[src/rtl/ws2812_pkg.sv]
// Shared WS2812 definitions: receiver state encodings and nominal line timings in ns,
// used by both the transmitter and the receiver.
package ws2812_pkg;

    localparam logic [1:0] S_SYNC = 2'd0;
    localparam logic [1:0] S_IDLE = 2'd1;
    localparam logic [1:0] S_HIGH = 2'd2;
    localparam logic [1:0] S_LOW  = 2'd3;

    localparam int T0H_NS    = 350;
    localparam int T1H_NS    = 700;
    localparam int THRESH_NS = 550;
    localparam int LATCH_NS  = 50000;
    localparam int STUCK_NS  = 5000;

    // Truncating ns -> clock-cycle conversion for a clock given in MHz.
    function automatic int ns_to_cyc(input int mhz, input int ns);
        return mhz * ns / 1000;
    endfunction

endpackage

[src/rtl/ws2812_sync.sv]
// Two-flop synchroniser for the WS2812 line, with rise/fall strobes registered so that
// they line up with the cycle in which the synchronised level first changes.
module ws2812_sync (
    input  logic clk,
    input  logic reset_n,
    input  logic din,
    output logic dout,
    output logic rise,
    output logic fall
);

    logic meta;

    always_ff @(posedge clk) begin
        if (!reset_n) begin
            meta <= 1'b0;
            dout <= 1'b0;
            rise <= 1'b0;
            fall <= 1'b0;
        end else begin
            meta <= din;
            dout <= meta;
            rise <= meta & ~dout;
            fall <= ~meta & dout;
        end
    end

endmodule

[src/rtl/ws2812_rx.sv]
// WS2812 line decoder: measures high pulse widths to recover bits, assembles 24-bit
// pixels and reports frame boundaries on the line-low latch.
module ws2812_rx
    import ws2812_pkg::*;
#(
    parameter int CLK_MHZ  = 12,
    parameter int NUM_LEDS = 64
) (
    input  logic        clk,
    input  logic        reset_n,
    input  logic        data,
    output logic [23:0] rgb_data,
    output logic [7:0]  led_num,
    output logic        valid,
    output logic        frame_done,
    output logic [7:0]  pixel_count,
    output logic        overflow,
    output logic        err
);

    localparam int T_THRESH = ns_to_cyc(CLK_MHZ, THRESH_NS);
    localparam int T_LATCH  = ns_to_cyc(CLK_MHZ, LATCH_NS);
    localparam int T_STUCK  = ns_to_cyc(CLK_MHZ, STUCK_NS);
    // One counter serves both phases; the latch period is the longest interval timed.
    localparam int CW = $clog2(T_LATCH + 1);
    localparam logic [CW-1:0] THRESH   = CW'(T_THRESH);
    localparam logic [CW-1:0] LATCH_M1 = CW'(T_LATCH - 1);
    localparam logic [CW-1:0] STUCK_M1 = CW'(T_STUCK - 1);
    localparam logic [8:0]    NLED     = 9'(NUM_LEDS);

    logic          data_s, rise, fall;
    logic [1:0]    state;
    logic [CW-1:0] cnt;
    logic [4:0]    bit_cnt;
    logic [22:0]   shreg;
    logic [7:0]    pix_idx;
    logic          bit_val;
    logic [23:0]   word;

    ws2812_sync u_sync (
        .clk    (clk),
        .reset_n(reset_n),
        .din    (data),
        .dout   (data_s),
        .rise   (rise),
        .fall   (fall)
    );

    assign bit_val = (cnt >= THRESH);
    assign word    = {shreg, bit_val};

    always_ff @(posedge clk) begin
        if (!reset_n) begin
            state       <= S_SYNC;
            cnt         <= '0;
            bit_cnt     <= '0;
            shreg       <= '0;
            pix_idx     <= '0;
            rgb_data    <= '0;
            led_num     <= '0;
            pixel_count <= '0;
            valid       <= 1'b0;
            frame_done  <= 1'b0;
            overflow    <= 1'b0;
            err         <= 1'b0;
        end else begin
            valid      <= 1'b0;
            frame_done <= 1'b0;
            err        <= 1'b0;
            case (state)
                S_SYNC: begin
                    if (data_s) begin
                        cnt <= '0;
                    end else if (cnt == LATCH_M1) begin
                        cnt   <= '0;
                        state <= S_IDLE;
                    end else begin
                        cnt <= cnt + 1'b1;
                    end
                end
                S_IDLE: begin
                    if (rise) begin
                        cnt   <= '0;
                        state <= S_HIGH;
                    end
                end
                S_HIGH: begin
                    if (fall) begin
                        cnt   <= '0;
                        state <= S_LOW;
                        if (bit_cnt == 5'd23) begin
                            bit_cnt <= '0;
                            if ({1'b0, pix_idx} < NLED) begin
                                rgb_data <= word;
                                led_num  <= pix_idx;
                                valid    <= 1'b1;
                            end else begin
                                overflow <= 1'b1;
                            end
                            if (pix_idx != 8'hFF)
                                pix_idx <= pix_idx + 1'b1;
                        end else begin
                            bit_cnt <= bit_cnt + 1'b1;
                            shreg   <= word[22:0];
                        end
                    end else if (cnt == STUCK_M1) begin
                        // Line stuck high: drop the partial pixel and resynchronise.
                        err     <= 1'b1;
                        bit_cnt <= '0;
                        cnt     <= '0;
                        state   <= S_SYNC;
                    end else begin
                        cnt <= cnt + 1'b1;
                    end
                end
                default: begin // S_LOW
                    if (rise) begin
                        cnt   <= '0;
                        state <= S_HIGH;
                    end else if (cnt == LATCH_M1) begin
                        frame_done  <= 1'b1;
                        pixel_count <= ({1'b0, pix_idx} > NLED) ? NLED[7:0] : pix_idx;
                        pix_idx     <= '0;
                        overflow    <= 1'b0;
                        err         <= (bit_cnt != 5'd0);
                        bit_cnt     <= '0;
                        cnt         <= '0;
                        state       <= S_IDLE;
                    end else begin
                        cnt <= cnt + 1'b1;
                    end
                end
            endcase
        end
    end

endmodule
[config.mk]
export PLATFORM = sky130hd
export DESIGN_NAME = ws2812_rx
export DESIGN_NICKNAME = d
export VERILOG_FILES = /design/src/rtl/ws2812_pkg.sv /design/src/rtl/ws2812_sync.sv /design/src/rtl/ws2812_rx.sv
export SDC_FILE = /design/constraint.sdc
export NUM_CORES = 1
export LEC_CHECK = 0
export ABC_AREA = 1
export BUFFER_PORTS_ARGS = -buffer_cell sky130_fd_sc_hd__buf_2
export CORE_MARGIN = 5
export CORE_UTILIZATION = 50
export DETAILED_ROUTE_END_ITERATION = 7
export PLACE_DENSITY = 0.73
export SLEW_MARGIN = 5
export SYNTH_ARGS = -nofsm -noshare
export SYNTH_HDL_FRONTEND = slang
export SYNTH_HIERARCHICAL = 1
export SYNTH_SLANG_ARGS = --single-unit
[constraint.sdc]
create_clock -name clk -period 4.6 [get_ports clk]
set_input_delay 0.23 -clock clk [delete_from_list [all_inputs] [get_ports clk]]
set_output_delay 0.23 -clock clk [all_outputs]
set_load 0.02 [all_outputs]
# [Yosys cells after proc, flatten, opt, wreduce, memory -nomap -nowiden]
# Index checks and enable logic that the tools add are counted.
[word_totals] input_bits=3 out_inout_bits=44 word_cells=99 regBits=96
[classes] muxes=40 reduce_logical=14 bitwise=9 n_eq_ne=14 add_sub_neg=3 n_lt_le_gt_ge=3
[op_table] operator="10-bit 2-to-1 mux" count=6
[op_table] operator="8-bit 2-to-1 mux" count=6
[op_table] operator="10-bit case mux with 3 select lines" count=1
[op_table] operator="5-bit 2-to-1 mux" count=5
[op_table] operator="8-bit case mux with 2 select lines" count=1
[op_table] operator="2-bit 2-to-1 mux" count=6
[op_table] operator="4-bit AND reduction" count=3
[op_table] operator="6-bit AND reduction" count=2
[op_table] operator="1-bit 2-to-1 mux" count=11
[op_table] operator="10-bit by 1-bit adder with 10-bit output, second input constant" count=1
[op_table] operator="10-bit == test, second input constant" count=1
[op_table] operator="10-bit by 6-bit == test with 1-bit output, second input constant" count=1
[op_table] operator="10-bit by 3-bit >= comparator with 1-bit output, second input constant" count=1
[op_table] operator="2-bit != test, second input constant" count=5
[op_table] operator="5-bit case mux with 2 select lines" count=1
[op_table] operator="3-bit AND reduction" count=3
[op_table] operator="8-bit by 1-bit adder with 8-bit output, second input constant" count=1
[op_table] operator="8-bit by 7-bit greater-than comparator with 1-bit output, second input constant" count=1
[op_table] operator="8-bit by 7-bit less-than comparator with 1-bit output, second input constant" count=1
[op_table] operator="8-bit != test, second input constant" count=1
[op_table] operator="1-bit NOT" count=7
[op_table] operator="2-bit case mux with 3 select lines" count=1
[op_table] operator="5-bit by 1-bit adder with 5-bit output, second input constant" count=1
[op_table] operator="5-bit == test, second input constant" count=1
[op_table] operator="other kinds (12)" count=15

# [Logic depth before layout (Yosys ltp)]
# Gate-level depths: netlist (run 1).
[logic_depth] depth_word=5 depth_mapped=12 ltp_nobuf=12

# [Hierarchy]
# Netlist (run 1), hierarchy kept.
[modules_own_cells] module="ws2812_rx" instances=1 cells_each=528 seq_area_each_um2=1841.8 area_per_inst_um2=3986.3
[modules_own_cells] module="ws2812_sync" instances=1 cells_each=11 seq_area_each_um2=80.1 area_per_inst_um2=108.9

# [Worst setup path before layout (run 1)]
# No wires, ideal clock.
[synth_timing] path_kind="register to register" from="register cnt[1]" to="register pixel_count[2]" period_less_slack_ns=1.575 t_required_ns=4.472 t_arrival_ns=1.447 path_buffers=1 stages_incl_launch_ff=10 slack_ns=3.025 setup_time_ns=0.128 cell_sequence="dfxtp_1 -> ha_1 -> nand2_1 -> nor2_2 -> nand3_4 -> nor3_4 -> buf_6 -> nand2_1 -> o21ai_0 -> nor2_1"
[synth_via] elab_chain_cells=2
[synth_rtl] item="start: declaration" line="ws2812_rx.sv:33" rtl="logic [CW-1:0] cnt;"
[synth_rtl] item="start signal: assignment" line="ws2812_rx.sv:78" rtl="cnt <= cnt + 1'b1;"
[synth_rtl] item="start signal: assignment" line="ws2812_rx.sv:113" rtl="cnt <= cnt + 1'b1;"
[synth_rtl] item="start signal: assignment" line="ws2812_rx.sv:130" rtl="cnt <= cnt + 1'b1;"
[synth_rtl] item="10-bit == test" line="ws2812_rx.sv:120" rtl="end else if (cnt == LATCH_M1) begin"
[synth_rtl] item="3-bit AND reduction (no source line)"
[synth_rtl] item="end signal: assignment" line="ws2812_rx.sv:122" rtl="pixel_count <= ({1'b0, pix_idx} > NLED) ? NLED[7:0] : pix_idx;"
[synth_rtl] item="end: declaration" line="ws2812_rx.sv:16" rtl="output logic [7:0] pixel_count,"
# Every way passes these cells.
# A chain may end at the register's enable or synchronous reset.

# [Worst setup path in the final report (run 1)]
[layout_timing] from="register state[1]" to="register rgb_data[8]"
[layout_via] elab_chain_cells=2
[layout_rtl] item="start: declaration" line="ws2812_rx.sv:32" rtl="logic [1:0] state;"
[layout_rtl] item="start signal: assignment" line="ws2812_rx.sv:54" rtl="state <= S_SYNC;"
[layout_rtl] item="start signal: assignment" line="ws2812_rx.sv:76" rtl="state <= S_IDLE;"
[layout_rtl] item="start signal: assignment" line="ws2812_rx.sv:84" rtl="state <= S_HIGH;"
[layout_rtl] item="2-bit == test" line="ws2812_rx.sv:70" rtl="case (state)"
[layout_rtl] item="4-bit AND reduction (no source line)"
[layout_rtl] item="end signal: assignment" line="ws2812_rx.sv:94" rtl="rgb_data <= word;"
[layout_rtl] item="end: declaration" line="ws2812_rx.sv:12" rtl="output logic [23:0] rgb_data,"
# Every way passes these cells.

==> impl_metrics.csv, run 1 <==
group,metric,value,unit
route,wl_met3,444,microns
cts,cts_hold_buf,0,
setup_path,r2r_slack,2.36,ns
die,rows,33,
setup_path,worst-setup-path-type,"register to register",
route,vias,3545,
synthesis,synth-simple-area-share,21.5,%
final_layout,areaGrowthSynthToFinish,12.1,%
pwr,p_total,1.44,mW
setup_path,r2r-end,"rgb_data[8]$_SDFFE_PN0P_",
synthesis,synth-compound-area-share,18.6,%
synthesis,synth_edf_count,0,
synthesis,syn-instance-count,539,
cts,post-cts-setup-buffers,0,
synthesis,yosys.area.top_type,"dfxtp_1",
timing,rsz0062_at_grt,"false",
global_route,antenna_found_initial,0,
run,drv_cap,0,
timing,tns,0,ns
setup_path,slowest_delay,0.64,ns
die,start_util,50.6,%
place,dp_slack,2.36,ns
synthesis,ys.flop_type,"dfxtp_1",
setup_path,r2r.worst_path.cells,7,
hold_path,min-delay-start,"data",
cts,cts_buffer_depth,2,
pwr,power_leakage,1.94,nW
cts,root_buffer,"clkbuf_8",
route,wl_met1,4010,microns
synthesis,synth_top_area_share,46.9,%
hold_path,holdPathStages,3,
synthesis,synth.most_common_cell,"dfxtp_1",
setup_path,setup.worst_path.end_class,"register",
synthesis,synth.cell_area,4100,sq um
die,coreArea,8090,sq um
synthesis,yosysWarnings,6,
route,first_iter_violations,190,
setup_path,critPathMaxFanout,60,
timing,final-setup-viol-count,0,
timing,fmaxAchievable,446,MHz
global_route,overflow,0,
synthesis,synth-xor-area-share,1.50,%
cts,cts_tree,"done",
synthesis,synth.ff_latch_count,96,
timing,period_share,48.7,%
synthesis,synth_top_family_by_area,"simple AND/OR/NAND/NOR gates",
timing,slew_violations,0,
die,die_area,10100,sq um
cts,htreeDepth,3,
setup_path,timing.rr.start,"state[1]$_SDFFE_PN0P_",
cts,cts.sinks,96,
route,routed_wl,8680,microns
route,dr_wl_met2,4050,microns
setup_path,required,4.91,ns
synthesis,synthAdderAreaFrac,3.06,%
global_route,grt.total_usage,18.0,%
hold_path,min_to,"u_sync/meta$_SDFF_PN0_",
setup_path,crit_chain,"ha_1 > nand2_2 > inv_1 > nand3_2 > inv_2 > o21ai_0 > a21oi_1",
place,port_buffers,46,
timing,hold_violations,0,
route,postRouteAntennaNets,0,
pwr,power_density,313,nW/um^2
cts,post_cts_resized,0,
final_layout,fillers,782,
setup_path,crit_slowest_cell,"inv_2",
synthesis,avgSynthCellArea,7.60,sq um
global_route,grt_pass1_wl,14800,microns
route,drc,0,
place,dp_hpwl,5980,microns
cts,worstSkewPairLatency,0.38,ns
timing,holdWs,0.0376,ns
cts,cts_buffers,9,
final_layout,drive_gt1_share,14.4,%
run_status,status,"finished, final reports clean",
setup_path,arrival,2.55,ns
synthesis,yosysSeqAreaShare,46.9,%
route,routedWlPerCell,12.6,microns
timing,tightest_slew,0.828,ns
synthesis,synth_common_cells,"dfxtp_1, nand2_1, a21oi_1",
die,fp.dieH,101,microns
hold_path,hold_path_class,"input pin to register",
setup_path,crit_family,"buffers and inverters",
route,via_per_inst,5.16,
timing,clock_skew,0.0146,ns
synthesis,ys_types,33,
die,io_pins,47,
route,drtPass1Iterations,5,
setup_path,crit_path_start_kind,"register",
global_route,grt_pass1_vias,3340,
synthesis,synthMuxAreaShare,0,%
setup_path,cp_num_buf_inv,2,
global_route,grt_max_degree,69,
timing,max_slew_margin,44.7,%
timing,setup_ws,2.36,ns
route,routed.top_layer,"met4",
pwr,ir_drop,187,uV
final_layout,nNetsFinal,590,
place,gp_congestion,0.887,
final_layout,diodes,0,
synthesis,syn_nets,552,
synthesis,synth_area_leaders,"dfxtp_1, a21oi_1, o21ai_0",
timing,finalCriticalPeriod,2.24,ns
setup_path,startpoint,"state[1]$_SDFFE_PN0P_",
die,die_x,101,microns
synthesis,ys_async_sr_fraction,0,%
cts,clk_pin_slew_worst_paths,0.11,ns
placed cells by master, fill, tap and decap left out, types with 5 or more instances in the layout:
cell type,n
nand3_1,25
nand4_1,6
dfxtp_1,96
nor2_1,54
buf_2,46
nand2_1,84
a21oi_1,71
nor3_1,5
clkbuf_8,9
xor2_1,6
ha_1,10
inv_1,64
o21ai_0,68
where the power goes:
group / internal (mW) / total (mW) / switching (mW)
Clock: 0.222 / 0.566 / 0.344
Combinational: 0.00923 / 0.0307 / 0.0215
Sequential: 0.834 / 0.839 / 0.00472
per-layer routing:
| metal | global-route usage (%) | up-vias |
|---|---|---|
| met1 | 22.8 | 1624 |
| met3 | 3.60 | 13 |
| met4 | 8.19 | 0 |
| met2 | 29.5 | 63 |
| li1 | - | 1845 |
| met5 | 0 | - |
registers in the layout, indices dropped and copies added (netlist names), 2 cells and up:
register and count:
rgb_data 24, shreg 23, cnt 10, led_num 8, pix_idx 8, pixel_count 8, bit_cnt 5, state 2
metrics by stage:
step | utilization (%) | instances | instance area [sq um]
after floorplan | - | 539 | 4100
after global placement | 54.0 | 671 | 4370
after detailed placement | 54.0 | 671 | 4370
after CTS | 56.7 | 687 | 4590
after global routing | 56.7 | 687 | 4590
final | 56.7 | 687 | 4590
layout make-up:
class                   instances  area [sq um]  area share, %
flip-flops and latches         96          1920           41.9
repair buffers                 47           238           5.18
clock buffers                   9           124           2.70
inverters                      67           251           5.48
well taps                     105           131           2.86
clock inverters                 7          93.8           2.04
multi-input cells             356          1830           39.9
kinds of logic (layout without fill, tap and decap cells):
family | after synthesis | in the layout
compound gates | 147 | 147
xor+xnor | 7 | 7
fa+ha+maj | 10 | 10
buf+inv | 87 | 130
flops | 96 | 96
simple gates | 192 | 192
worst max-delay path by stage:
stage / slack (ns) / depth (start not counted) / to
2_1_floorplan: 3.03 / 9 / pixel_count[2]$_SDFFE_PN0P_
3_3_place_gp: 2.57 / 7 / led_num[3]$_SDFFE_PN0P_
3_5_place_dp: 2.36 / 7 / led_num[3]$_SDFFE_PN0P_
4_1_cts: 2.34 / 7 / rgb_data[8]$_SDFFE_PN0P_
5_1_grt: 2.12 / 7 / rgb_data[6]$_SDFFE_PN0P_
6_report: 2.36 / 7 / rgb_data[8]$_SDFFE_PN0P_
tightest hold or removal path, cell delays in order:
cell	delay, ns
buf_2	0.08
nand2_1	0.04
inv_1	0.04
No activity file was read; power rests on OpenSTA's default activity.
==> inputs of run 2 (changes only) <==
--- a/config.mk
+++ b/config.mk
@@ -10,7 +10,7 @@
 export CORE_MARGIN = 5
 export CORE_UTILIZATION = 50
 export DETAILED_ROUTE_END_ITERATION = 7
-export PLACE_DENSITY = 0.73
+export PLACE_DENSITY = 0.76
 export SLEW_MARGIN = 5
 export SYNTH_ARGS = -nofsm -noshare
 export SYNTH_HDL_FRONTEND = slang
==> constraint.sdc (replaced) <==
create_clock -name clk -period 2 [get_ports clk]
set_input_delay 0.1 -clock clk [delete_from_list [all_inputs] [get_ports clk]]
set_output_delay 0.1 -clock clk [all_outputs]
set_load 0.02 [all_outputs]
==> impl_metrics.csv, run 2 (synthesized netlist as in run 1, its figures left out) <==
group,metric,value,unit
run_status,status,"finished, final reports clean",
global_route,grt.total_usage,19.0,%
final_layout,areaGrowthSynthToFinish,14.7,%
final_layout,multi_input_area,1850,sq um
setup_path,cp_common_cell,"nand2_1",
die,io_pins,47,
final_layout,final_cell_mix,"dfxtp_1, nand2_1, a21oi_1",
cts,cts_buffer_depth,2,
place,gp_congestion,0.954,
timing,tightest_slew,0.516,ns
route,routedWlPerCell,12.8,microns
setup_path,crit_chain,"ha_1 > nand2_1 > nor2_4 > nand3_4 > nor3_4 > buf_12 > nand2_1 > o21ai_0 > nor2_1",
global_route,antenna_found_initial,0,
setup_path,critPathMaxFanout,13,
die,die_area,10100,sq um
global_route,grt_max_degree,61,
final_layout,fillers,771,
pwr,power_leakage,1.99,nW
die,rows,33,
global_route,use_met1,23.9,%
timing,clock_skew,0.0121,ns
global_route,overflow,0,
pwr,p_switching,817,uW
timing,slew_violations,0,
final_layout,largest_reg_flops,24,
place,dp_hpwl,6260,microns
cts,root_buffer,"clkbuf_8",
cts,cts_tree,"done",
global_route,grt_pass1_vias,3492,
final_layout,final_util,58.0,%
final_layout,drive_gt1_share,15.6,%
setup_path,r2r.worst_path.cells,9,
pwr,swShare,24.2,%
global_route,busiest_layer,"met2",
timing,finalCriticalPeriod,1.84,ns
pwr,p_seq_share,57.1,%
final_layout,regArea,1920,sq um
timing,fmaxAchievable,542,MHz
final_layout,largest-register,"rgb_data",
die,fp.dieH,101,microns
cts,clk_pin_slew_worst_paths,0.09,ns
final_layout,top_regs,"rgb_data: 24 flops, shreg: 23 flops, cnt: 10 flops",
run,drv_cap,0,
setup_path,required,2.25,ns
route,postRouteAntennaNets,0,
global_route,grt_pass1_wl,15600,microns
die,coreArea,8090,sq um
global_route,grt_use_met3,3.25,%
route,vias,3610,
timing,period_share,92.2,%
route,first_iter_violations,140,
die,die_x,101,microns
timing,final-setup-viol-count,0,
setup_path,crit_path_start_kind,"register",
cts,worstSkewPairLatency,0.37,ns
pwr,power_density,719,nW/um^2
setup_path,worst-setup-path-type,"register to register",
setup_path,crit_slowest_cell,"dfxtp_1",
cts,cts_buffers,9,
die,start_util,50.6,%
route,drc,0,
route,routed_wl,8910,microns
timing,tns,0,ns
place,port_buffers,46,
cts,cts.sinks,96,
setup_path,setup.worst_path.end_class,"register",
pwr,pwr-share-comb,2.2,%
pwr,ir_drop,520,uV
cts,htreeDepth,3,
final_layout,diodes,0,
route,drtPass1Iterations,4,
final_layout,nNetsFinal,597,
final_layout,final_common_cell,"dfxtp_1",
hold_path,holdPathStages,3,
setup_path,arrival,2.09,ns
setup_path,slowest_delay,0.43,ns
pwr,p_int,2.56,mW
timing,max_slew_margin,65.4,%
pwr,clkPwrFrac,40.7,%
hold_path,hold_path_class,"input pin to register",
timing,hold_violations,0,
route,via_per_inst,5.20,
global_route,grtUsageMet2,31.7,%
timing,rsz0062_at_grt,"false",
## run 2: changes by cell type in the layout (fill, tap and decap cells not counted), sizes merged
cell | previous run | this run
a21oi | 73 | 74
bufinv | 0 | 1
clkinv | 5 | 4
buf | 47 | 52
dlygate4sd3 | 0 | 1
## run 2: final timing paths
check | from | end | slack, ns
hold / removal | reset_n | state[0]$_SDFFE_PN0P_ | 0.07
setup reg to reg | cnt[0]$_SDFFE_PN0P_ | pixel_count[1]$_SDFFE_PN0P_ | 0.16
hold reg to reg | u_sync/meta$_SDFF_PN0_ | u_sync/fall$_SDFF_PN0_ | 0.41
setup / recovery | cnt[0]$_SDFFE_PN0P_ | pixel_count[1]$_SDFFE_PN0P_ | 0.16
## run 2: cell type report
type | count | share of cell area [%]
Clock buffer | 9 | 2.64
Clock inverter | 7 | 2.08
Inverter | 67 | 5.35
Multi-Input combinational cell | 357 | 39.3
Sequential cell | 96 | 40.9
Tap cell | 105 | 2.80
Timing Repair Buffer | 53 | 6.87
## run 2: repair_timing
item / in CTS / in global routing
endpoints found under the hold margin: 1 / 0
hold buffers: 1 / 0
endpoints found under the setup margin: 0 / 33
setup buffers: 0 / 1
gates resized for setup: 0 / 3
## run 2: critical path: cells and delay by family (launching register included)
kind,cells,cell delay (ns)
compound gates,1,0.07
fa+ha+maj,1,0.25
buf+inv,1,0.15
flops,1,0.43
simple gates,6,0.83
## run 2: power by group through the flow
stage / Combinational, mW / Clock (mW) / Sequential [mW]
4_1_cts: 0.0733 / 1.41 / 1.93
2_1_floorplan: 0.0548 / 0 / 1.97
5_1_grt: 0.0851 / 1.49 / 1.93
6_report: 0.0728 / 1.37 / 1.93
3_5_place_dp: 0.0713 / 0 / 1.97
3_3_place_gp: 0.0705 / 0 / 1.97
## run 2: per-stage QoR
step	hold WS [ns]	cells	power, mW	setup WS, ns	cell area [sq um]
2_1_floorplan	0.193	539	2.03	0.425	4100
3_3_place_gp	0.319	675	2.04	0.253	4430
3_5_place_dp	0.321	675	2.05	0.136	4430
4_1_cts	0.0505	692	3.41	0.0947	4660
5_1_grt	0.0751	694	3.51	0.00877	4700
6_report	0.0710	694	3.38	0.156	4700
## run 2: routing by layer
layer  up-vias  wire length, microns  share of wire (%)
met1      1658                  3960                 44
li1       1843                     -                  -
met2        88                  4310                 48
met4         0                   248                2.8
met5         -                     0                  0
met3        21                   391                4.4
